`config.mk`:
```
export PLATFORM = sky130hd
export DESIGN_NAME = flash_word_fetch_flat
export DESIGN_NICKNAME = d
export VERILOG_FILES = /design/src/rtl/flash_word_fetch_pkg.sv /design/src/rtl/flash_word_fetch_if.sv /design/src/rtl/flash_word_fetch_assembler.sv /design/src/rtl/flash_word_fetch.sv /design/src/flat_wrapper.sv
export SDC_FILE = /design/constraint.sdc
export NUM_CORES = 1
export LEC_CHECK = 0
export BUFFER_PORTS_ARGS = -buffer_cell sky130_fd_sc_hd__buf_2
export CAP_MARGIN = 40
export CORE_ASPECT_RATIO = 0.8
export CORE_UTILIZATION = 47
export DETAILED_ROUTE_END_ITERATION = 10
export HOLD_SLACK_MARGIN = 0.02
export PLACE_DENSITY = 0.76
export SKIP_CTS_REPAIR_TIMING = 1
export SLEW_MARGIN = 20
export SYNTH_ARGS = -nofsm -noshare
export SYNTH_HDL_FRONTEND = slang
export SYNTH_SLANG_ARGS = --single-unit
```
`constraint.sdc`:
```
create_clock -name clk -period 5.7 [get_ports clk]
set_clock_uncertainty 0.05 [all_clocks]
set_input_delay 0.855 -clock clk [delete_from_list [all_inputs] [get_ports clk]]
set_output_delay 0.855 -clock clk [all_outputs]
set_load 0.1 [all_outputs]
```
`src/rtl/flash_word_fetch_pkg.sv`:
```
// Shared constants and FSM state type for the flash word fetcher.
package flash_word_fetch_pkg;
    localparam int FLASH_ADDR_W = 24;
    localparam int WORD_BYTES   = 4;
    localparam int CNT_W        = $clog2(WORD_BYTES + 1);

    typedef enum logic [1:0] {IDLE, GAP, STREAM} state_e;
endpackage

```
`src/rtl/flash_word_fetch_if.sv`:
```
// Fetch-bus request/response plus flash byte-reader signals; master = environment, slave = fetcher.
interface flash_word_fetch_if #(parameter int ADDR_W = 24);
    logic              req_valid;
    logic [ADDR_W-1:0] req_addr;
    logic              req_ready;
    logic              resp_valid;
    logic [31:0]       resp_data;
    logic              flash_setup_done;
    logic [ADDR_W-1:0] flash_addr;
    logic              flash_do_read;
    logic              flash_data_ready;
    logic [7:0]        flash_data;

    modport master (
        output req_valid, req_addr, flash_setup_done, flash_data_ready, flash_data,
        input  req_ready, resp_valid, resp_data, flash_addr, flash_do_read
    );
    modport slave (
        input  req_valid, req_addr, flash_setup_done, flash_data_ready, flash_data,
        output req_ready, resp_valid, resp_data, flash_addr, flash_do_read
    );
endinterface

```
`src/rtl/flash_word_fetch_assembler.sv`:
```
// Little-endian byte-lane assembler: inserts bytes at lane cnt, saturates when full, clear wins.
module flash_word_assembler
    import flash_word_fetch_pkg::*;
(
    input  logic                    clk,
    input  logic                    rst,
    input  logic                    clr_i,
    input  logic                    byte_vld_i,
    input  logic [7:0]              byte_i,
    output logic                    full_o,
    output logic                    done_o,
    output logic [8*WORD_BYTES-1:0] word_o,
    output logic [8*WORD_BYTES-1:0] word_nxt_o
);
    logic [CNT_W-1:0]        cnt_q, cnt_d;
    logic [8*WORD_BYTES-1:0] word_q, word_d;

    assign full_o = (cnt_q == CNT_W'(WORD_BYTES));
    assign done_o = byte_vld_i && (cnt_q == CNT_W'(WORD_BYTES - 1));
    assign word_o = word_q;

    // Word as it would look with byte_i inserted; lets the consumer grab the final byte same cycle
    always_comb begin
        word_nxt_o = word_q;
        for (int i = 0; i < WORD_BYTES; i++)
            if (cnt_q == CNT_W'(i)) word_nxt_o[8*i +: 8] = byte_i;
    end

    always_comb begin
        cnt_d  = cnt_q;
        word_d = word_q;
        if (clr_i) begin
            cnt_d  = '0;
            word_d = '0;
        end else if (byte_vld_i && !full_o) begin
            cnt_d  = cnt_q + CNT_W'(1);
            word_d = word_nxt_o;
        end
    end

    always_ff @(posedge clk or posedge rst) begin
        if (rst) begin
            cnt_q  <= '0;
            word_q <= '0;
        end else begin
            cnt_q  <= cnt_d;
            word_q <= word_d;
        end
    end
endmodule

```
`src/rtl/flash_word_fetch.sv`:
```
// Word fetch over a sequential flash byte stream; keeps the stream open across sequential words.
// Optional FLASH_WORD_FETCH_PREFETCH_EN: buffer one unrequested word while the stream idles.
module flash_word_fetch
    import flash_word_fetch_pkg::*;
#(
    parameter int ADDR_W = FLASH_ADDR_W
) (
    input  logic              clk,
    input  logic              rst,
    flash_word_fetch_if.slave bus
);
    state_e            state_q, state_d;
    logic [ADDR_W-1:0] a_q, a_d, nxt_q, nxt_d, faddr_q, faddr_d, req_a, a_inc;
    logic              live_q, live_d, rdy_q, rvld_q, rvld_d;
    logic [31:0]       rdata_q, rdata_d, asm_word, asm_nxt;
    logic              accept, seq, compl, asm_clr, asm_vld, asm_full, asm_done;

    assign req_a  = {bus.req_addr[ADDR_W-1:2], 2'b00};
    assign a_inc  = ((state_q == IDLE) ? req_a : a_q) + ADDR_W'(WORD_BYTES);
    assign seq    = live_q && (req_a == nxt_q);
    assign accept = bus.req_valid && bus.req_ready;

    assign bus.req_ready     = rdy_q && bus.flash_setup_done && (state_q == IDLE);
    assign bus.flash_do_read = bus.flash_setup_done &&
                               ((state_q == STREAM) || ((state_q == IDLE) && live_q));
    assign bus.flash_addr    = faddr_q;
    assign bus.resp_valid    = rvld_q;
    assign bus.resp_data     = rdata_q;

    flash_word_assembler u_asm (
        .clk        (clk),
        .rst        (rst),
        .clr_i      (asm_clr),
        .byte_vld_i (asm_vld),
        .byte_i     (bus.flash_data),
        .full_o     (asm_full),
        .done_o     (asm_done),
        .word_o     (asm_word),
        .word_nxt_o (asm_nxt)
    );

    always_comb begin
        state_d = state_q;
        a_d     = a_q;
        nxt_d   = nxt_q;
        faddr_d = faddr_q;
        live_d  = live_q;
        rvld_d  = 1'b0;
        rdata_d = rdata_q;
        compl   = 1'b0;
        asm_clr = 1'b0;
        asm_vld = 1'b0;
        unique case (state_q)
            IDLE: begin
                if (accept) begin
                    a_d = req_a;
`ifdef FLASH_WORD_FETCH_PREFETCH_EN
                    if (asm_full && (req_a == nxt_q)) begin
                        compl = 1'b1;
                    end else
`endif
                    if (seq) begin
                        // Sequential: a byte arriving this cycle is already lane 0 of the new word
                        asm_vld = bus.flash_data_ready;
                        if (asm_done) compl = 1'b1;
                        else          state_d = STREAM;
                    end else begin
                        asm_clr = 1'b1;
                        live_d  = 1'b0;
                        faddr_d = req_a;
                        state_d = GAP;
                    end
                end else if (live_q && bus.flash_data_ready) begin
`ifdef FLASH_WORD_FETCH_PREFETCH_EN
                    asm_vld = 1'b1;
                    if (asm_done) live_d = 1'b0;
`else
                    live_d = 1'b0;
`endif
                end
            end
            GAP: state_d = STREAM;
            STREAM: begin
                asm_vld = bus.flash_data_ready;
                if (asm_done) begin
                    compl  = 1'b1;
                    live_d = 1'b1;
                end
            end
            default: state_d = IDLE;
        endcase
        if (compl) begin
            rvld_d  = 1'b1;
            rdata_d = asm_full ? asm_word : asm_nxt;
            asm_clr = 1'b1;
            state_d = IDLE;
            nxt_d   = a_inc;
            // The flash's own address wrap is not trusted; force a restart at 0
            if (a_inc == '0) live_d = 1'b0;
        end
        if (!bus.flash_setup_done) begin
            live_d = 1'b0;
            if (!asm_full && (state_q == IDLE)) asm_clr = 1'b1;
        end
    end

    always_ff @(posedge clk or posedge rst) begin
        if (rst) begin
            state_q <= IDLE;
            a_q     <= '0;
            nxt_q   <= '0;
            faddr_q <= '0;
            live_q  <= 1'b0;
            rdy_q   <= 1'b0;
            rvld_q  <= 1'b0;
            rdata_q <= '0;
        end else begin
            state_q <= state_d;
            a_q     <= a_d;
            nxt_q   <= nxt_d;
            faddr_q <= faddr_d;
            live_q  <= live_d;
            rdy_q   <= 1'b1;
            rvld_q  <= rvld_d;
            rdata_q <= rdata_d;
        end
    end
endmodule

```
`src/flat_wrapper.sv`:
```
// flat-port wrapper written by rule: the top's interface ports become plain ports
module flash_word_fetch_flat import flash_word_fetch_pkg::*;
#(
    parameter int ADDR_W = FLASH_ADDR_W
)
  (clk, rst, bus_req_valid, bus_req_addr, bus_flash_setup_done, bus_flash_data_ready, bus_flash_data, bus_req_ready, bus_resp_valid, bus_resp_data, bus_flash_addr, bus_flash_do_read);
  flash_word_fetch_if #(.ADDR_W(ADDR_W)) bus_i ();
  input  logic clk;
  input  logic rst;
  input wire logic [$bits(bus_i.req_valid)-1:0] bus_req_valid;
  input wire logic [$bits(bus_i.req_addr)-1:0] bus_req_addr;
  input wire logic [$bits(bus_i.flash_setup_done)-1:0] bus_flash_setup_done;
  input wire logic [$bits(bus_i.flash_data_ready)-1:0] bus_flash_data_ready;
  input wire logic [$bits(bus_i.flash_data)-1:0] bus_flash_data;
  output wire logic [$bits(bus_i.req_ready)-1:0] bus_req_ready;
  output wire logic [$bits(bus_i.resp_valid)-1:0] bus_resp_valid;
  output wire logic [$bits(bus_i.resp_data)-1:0] bus_resp_data;
  output wire logic [$bits(bus_i.flash_addr)-1:0] bus_flash_addr;
  output wire logic [$bits(bus_i.flash_do_read)-1:0] bus_flash_do_read;
  assign bus_i.req_valid = bus_req_valid;
  assign bus_i.req_addr = bus_req_addr;
  assign bus_i.flash_setup_done = bus_flash_setup_done;
  assign bus_i.flash_data_ready = bus_flash_data_ready;
  assign bus_i.flash_data = bus_flash_data;
  assign bus_req_ready = bus_i.req_ready;
  assign bus_resp_valid = bus_i.resp_valid;
  assign bus_resp_data = bus_i.resp_data;
  assign bus_flash_addr = bus_i.flash_addr;
  assign bus_flash_do_read = bus_i.flash_do_read;
  flash_word_fetch #(.ADDR_W(ADDR_W)) u_core (.clk(clk), .rst(rst), .bus(bus_i));
endmodule
```
Yosys cells after proc, flatten, opt, wreduce, memory -nomap -nowiden:

Index checks and enable logic that the tools add are counted.

* reductions and logical operators: 19
* multiplexer cells: 37
* add/subtract/negate cells: 2
* equal/unequal tests: 10
* bitwise gates (word level): 1

Operator list (count)
* 32-bit two-way mux: 3
* 8-bit two-way mux: 4
* 24-bit by 3-bit adder with 24-bit output, second input constant: 1
* 24-bit equality test: 1
* 24-bit logical NOT: 1
* 24-bit two-way mux: 1
* 1-bit two-way mux: 19
* 1-bit logical AND: 10
* 2-bit two-way mux: 4
* 3-bit by 2-bit equality test with 1-bit output, second input constant: 2
* 3-bit two-way mux: 2
* 1-bit case mux with 2 select lines: 3
* 2-bit case mux with 3 select lines: 1
* 3-bit AND reduction: 2
* 4-bit inequality test, second input constant: 1
* 3-bit by 1-bit adder with 3-bit output, second input constant: 1
* 3-bit by 1-bit equality test with 1-bit output, second input constant: 1
* 3-bit equality test, second input constant: 1
* 3-bit logical NOT: 1
* 3-bit by 1-bit inequality test with 1-bit output, second input constant: 1
* 2-bit by 1-bit equality test with 1-bit output, second input constant: 1
* 2-bit equality test, second input constant: 1
* 2-bit logical NOT: 1
* 2-bit by 1-bit inequality test with 1-bit output, second input constant: 1
* other kinds (5): 5

* output and inout bits: 59
* register bits after elaboration: 140
* logic and storage cells: 79

Longest topological paths before layout:

* depth in word-level cells: 14
* mapped depth: 14
* mapped depth without buffers: 11

Modules after synthesis:

Synthesis repeated with hierarchy kept, for this count alone.

* cell total of the unflattened synthesis: 728
* area total of the unflattened synthesis: 7723.7 µm²

Modules (own cells, without submodules)
* flash_word_fetch: times used 1, area an instance 5604.1 µm², cells each 540
* flash_word_assembler: times used 1, area an instance 2119.5 µm², cells each 188

Worst setup path before layout:

OpenSTA, ideal clock, no wires.

* path kind: reg-to-output
* start: register u_core.state_q[1]
* end: output bus_flash_do_read
* buffers on the path: 2
* arrival: 3.041 ns
* cell stages (with the launch flop): 5
* setup slack: 1.754 ns
* cells stage by stage: dfrtp_1 > buf_6 > clkbuf_1 > nor2_1 > nor3b_1

* longest elaborated chain between the ends: 4
* elaborated cells between the ends (all ways): 5
* those cells by class: eq/ne: 1; reduce/logical: 4

RTL lines
* start, declared: line flash_word_fetch.sv:12 `state_e state_q, state_d;`
* start signal, assigned: line flash_word_fetch.sv:118 `state_q <= state_d;`
* 2-bit logical NOT: line flash_word_fetch.sv:25 `((state_q == STREAM) || ((state_q == IDLE) && live_q));`
* 1-bit logical AND: line flash_word_fetch.sv:25
* 1-bit logical OR (*): line flash_word_fetch.sv:25
* 1-bit logical AND (*): line flash_word_fetch.sv:24 `assign bus.flash_do_read = bus.flash_setup_done &&`
* end, declared: line flat_wrapper.sv:19 `output wire logic [$bits(bus_i.flash_do_read)-1:0] bus_flash_do_read;`

Every way passes the cells marked *; elsewhere a longest branch is shown, timed or not.

Worst setup path in the final report:

* start: register u_core.state_q[1]
* end: register u_core.live_q

* longest elaborated chain between the ends: 12
* elaborated cells between the ends (all ways): 20
* those cells by class: add/sub: 1; eq/ne: 1; mux: 13; reduce/logical: 5

RTL lines
* branches (longest 10 deep; another with 24-bit by 3-bit adder with 24-bit output)
* 1-bit two-way mux (*): line flash_word_fetch.sv:92 `if (compl) begin`
* 1-bit two-way mux (*): line flash_word_fetch.sv:101 `if (!bus.flash_setup_done) begin`
* net u_core.live_d: line flash_word_fetch.sv:14 `logic live_q, live_d, rdy_q, rvld_q, rvld_d;`
* end signal, assigned: line flash_word_fetch.sv:122 `live_q <= live_d;`
* end, declared: line flash_word_fetch.sv:14

Mark *: on every way through the listed nets, which the timed path passes.
A chain may end at the register's enable or synchronous reset.

==> impl_metrics.json <==
{
  "ir_drop_mv": 0.474,
  "post-route-drc-count": 0,
  "rr_endpoint": "u_core.live_q",
  "avgSynthCellArea_um2": 10.1,
  "vias": 5442,
  "syn_inst": 707,
  "fp.dieH_um": 112,
  "fin_setup_tns_ps": 0,
  "cpPeakStageDelay_ps": 680,
  "yosys_warnings": 0,
  "async_reset_ff_share_pct": 100,
  "synthFlopType": "dfrtp_1",
  "relSlewSlack_pct": 50.7,
  "period_share_pct": 68.8,
  "clock_latency_ps": 420,
  "firstDrtPassIters": 5,
  "clock-root-buffer": "clkbuf_16",
  "htreeDepth": 4,
  "place.gp.congestion": 0.854,
  "finalWorstSetupSlack_ps": 1780,
  "crit_family": "simple AND/OR/NAND/NOR gates",
  "setup_viol": 0,
  "row_count": 39,
  "area_growth_pct": 17.9,
  "placedCellCount": 949,
  "start_util_pct": 49.1,
  "worstMarginPinSlew_ps": 736,
  "critical_path_buf_inv_count": 1,
  "layout_commonest_cell": "dfrtp_1",
  "drtIter0Drc": 425,
  "dp_hpwl_mm": 11.4,
  "wl_per_cell_um": 17.2,
  "first_global_vias": 5258,
  "cts_buffers": 17,
  "drive_above_1_share_pct": 23.2,
  "drt_wl_total_mm": 16.9,
  "grt_pass1_wl_mm": 27.9,
  "die_w_um": 140,
  "cts.path.max_buffers": 2,
  "layoutNonFillerInstCount": 982,
  "cts_tree": "built",
  "grt_setup_unrepaired": "false",
  "powerDensity_mw_per_mm2": 596,
  "path_class": "reg2reg",
  "drv_cap": 0,
  "synth_edf_count": 0,
  "reg2reg_from": "u_core.state_q[1]",
  "cp-start-kind": "register",
  "worst_setup_path_end_kind": "register",
  "synth.distinct_cells": 58,
  "num_io_pins": 96,
  "yosysSeqAreaShare_pct": 48.2,
  "fin_crit_ps": 3920,
  "fp.coreArea_mm2": 0.0146,
  "required_ps": 5930,
  "nNetsFinal": 828,
  "vias_per_cell": 5.54,
  "finalMaxSlewViolations": 0,
  "fp.dieArea_mm2": 0.0157,
  "cp_cell_sequence": "buf_8 -> or2_2 -> nand2_1 -> nand2_1 -> ha_1 -> a21boi_1 -> and4_1 -> nand2_1 -> xnor2_1 -> a2111oi_1 -> a31oi_1",
  "cp_common_cell": "nand2_1",
  "antenna_found_initial": 0,
  "cp-startpoint": "u_core.state_q[1]",
  "rrSetupSlack_ps": 1780,
  "synth_seq_cells": 138,
  "fmax_mhz": 255,
  "grt_overflow": 0,
  "clkTransAtPathRegs_ps": 60,
  "netlist_area_mm2": 0.00716,
  "pre_cts_ws_ps": 1890,
  "detail-route-antenna-nets": 0,
  "cp.arrival_ps": 4160,
  "hold_violations": 0,
  "io_buffers": 91,
  "layout_common_cells": "138 x dfrtp_1, 132 x nand2_1, 91 x buf_2, 78 x mux2i_1",
  "grt_max_degree": 85,
  "r2r_cells": 11,
  "num_antenna_cells": 0,
  "critPathMaxFanout": 24,
  "cts.sinks": 138,
  "grt.total_usage_pct": 23.0,
  "status": "complete, no violations",
  "worstHoldPathType": "in2async",
  "slowest_stage": "dfrtp_1",
  "p_leak_nw": 3.90
}
[Yosys cell counts, drive strengths merged (11+ instances only)]
library cell	n	area [um^2]
a21oi	12	60.1
buf	13	73.8
clkbuf	34	128
dfrtp	138	3450
mux2	30	338
mux2i	78	781
nand2	132	495
nor2	50	188
o211ai	11	87.6
o21ai	52	264
xnor2	39	342
[state kept, by name, indices dropped and copies added (netlist names)]
signal and count:
u_core.bus.resp_data 32, u_core.u_asm.word_o 32, u_core.a_q 22, u_core.bus.flash_addr 22, u_core.nxt_q 22, u_core.u_asm.cnt_q 3, u_core.state_q 2, u_core.bus.resp_valid 1
u_core.live_q 1, u_core.rdy_q 1
[power breakdown]
| group | switching [W] | leakage (nW) | internal [W] |
|---|---|---|---|
| clock network | 0.000438 | 0.295 | 0.000745 |
| logic | 0.00167 | 1.78 | 0.000635 |
| registers | 0.000242 | 1.82 | 0.00130 |
[metrics by stage]
step	utilization [%]	hold slack [ps]	power, W	cell area, um^2
4_1_cts	57.7	428	0.00505	8410
3_5_place_dp	53.3	415	0.00385	7780
2_1_floorplan	-	395	0.00342	7160
5_1_grt	57.8	368	0.00530	8440
3_3_place_gp	53.0	408	0.00378	7730
6_report	57.8	349	0.00503	8440
[final cells by class]
type / count / area [um^2]
inverter: 8 / 35.0
multi-input combinational: 515 / 3490
sequential: 138 / 3450
clock buffer: 18 / 439
timing repair buffer: 105 / 596
tap: 184 / 230
clock inverter: 14 / 194
fill: 1290 / 6150
[per-layer routing]
metal | up-vias | routed length [um] | track usage [%]
met4 | 0 | 244 | 7.33
met5 | - | 0 | 0
met3 | 19 | 1120 | 4.69
li1 | 2601 | - | -
met2 | 188 | 6950 | 31.7
met1 | 2634 | 8570 | 35.9
[cell families after synthesis]
| family | Yosys count | share of synthesized area, % |
|---|---|---|
| simple gates | 246 | 16.6 |
| other cells | 2 | 0.105 |
| mux | 108 | 15.6 |
| xor+xnor | 48 | 5.87 |
| buf+inv | 55 | 3.23 |
| flops | 138 | 48.2 |
| compound gates | 104 | 9.26 |
| fa+ha+maj | 6 | 1.05 |
[how the worst max path moves through the flow]
stage | slack (ps) | depth (start not counted) | endpoint
5_1_grt | 1530 | 11 | u_core.live_q
3_5_place_dp | 1890 | 11 | u_core.live_q
3_3_place_gp | 1690 | 10 | u_core.live_q
2_1_floorplan | 1100 | 1 | u_core.a_q[10]
6_report | 1780 | 11 | u_core.live_q
4_1_cts | 1840 | 11 | u_core.live_q
Note: power is estimated with default switching activity, not from simulation.
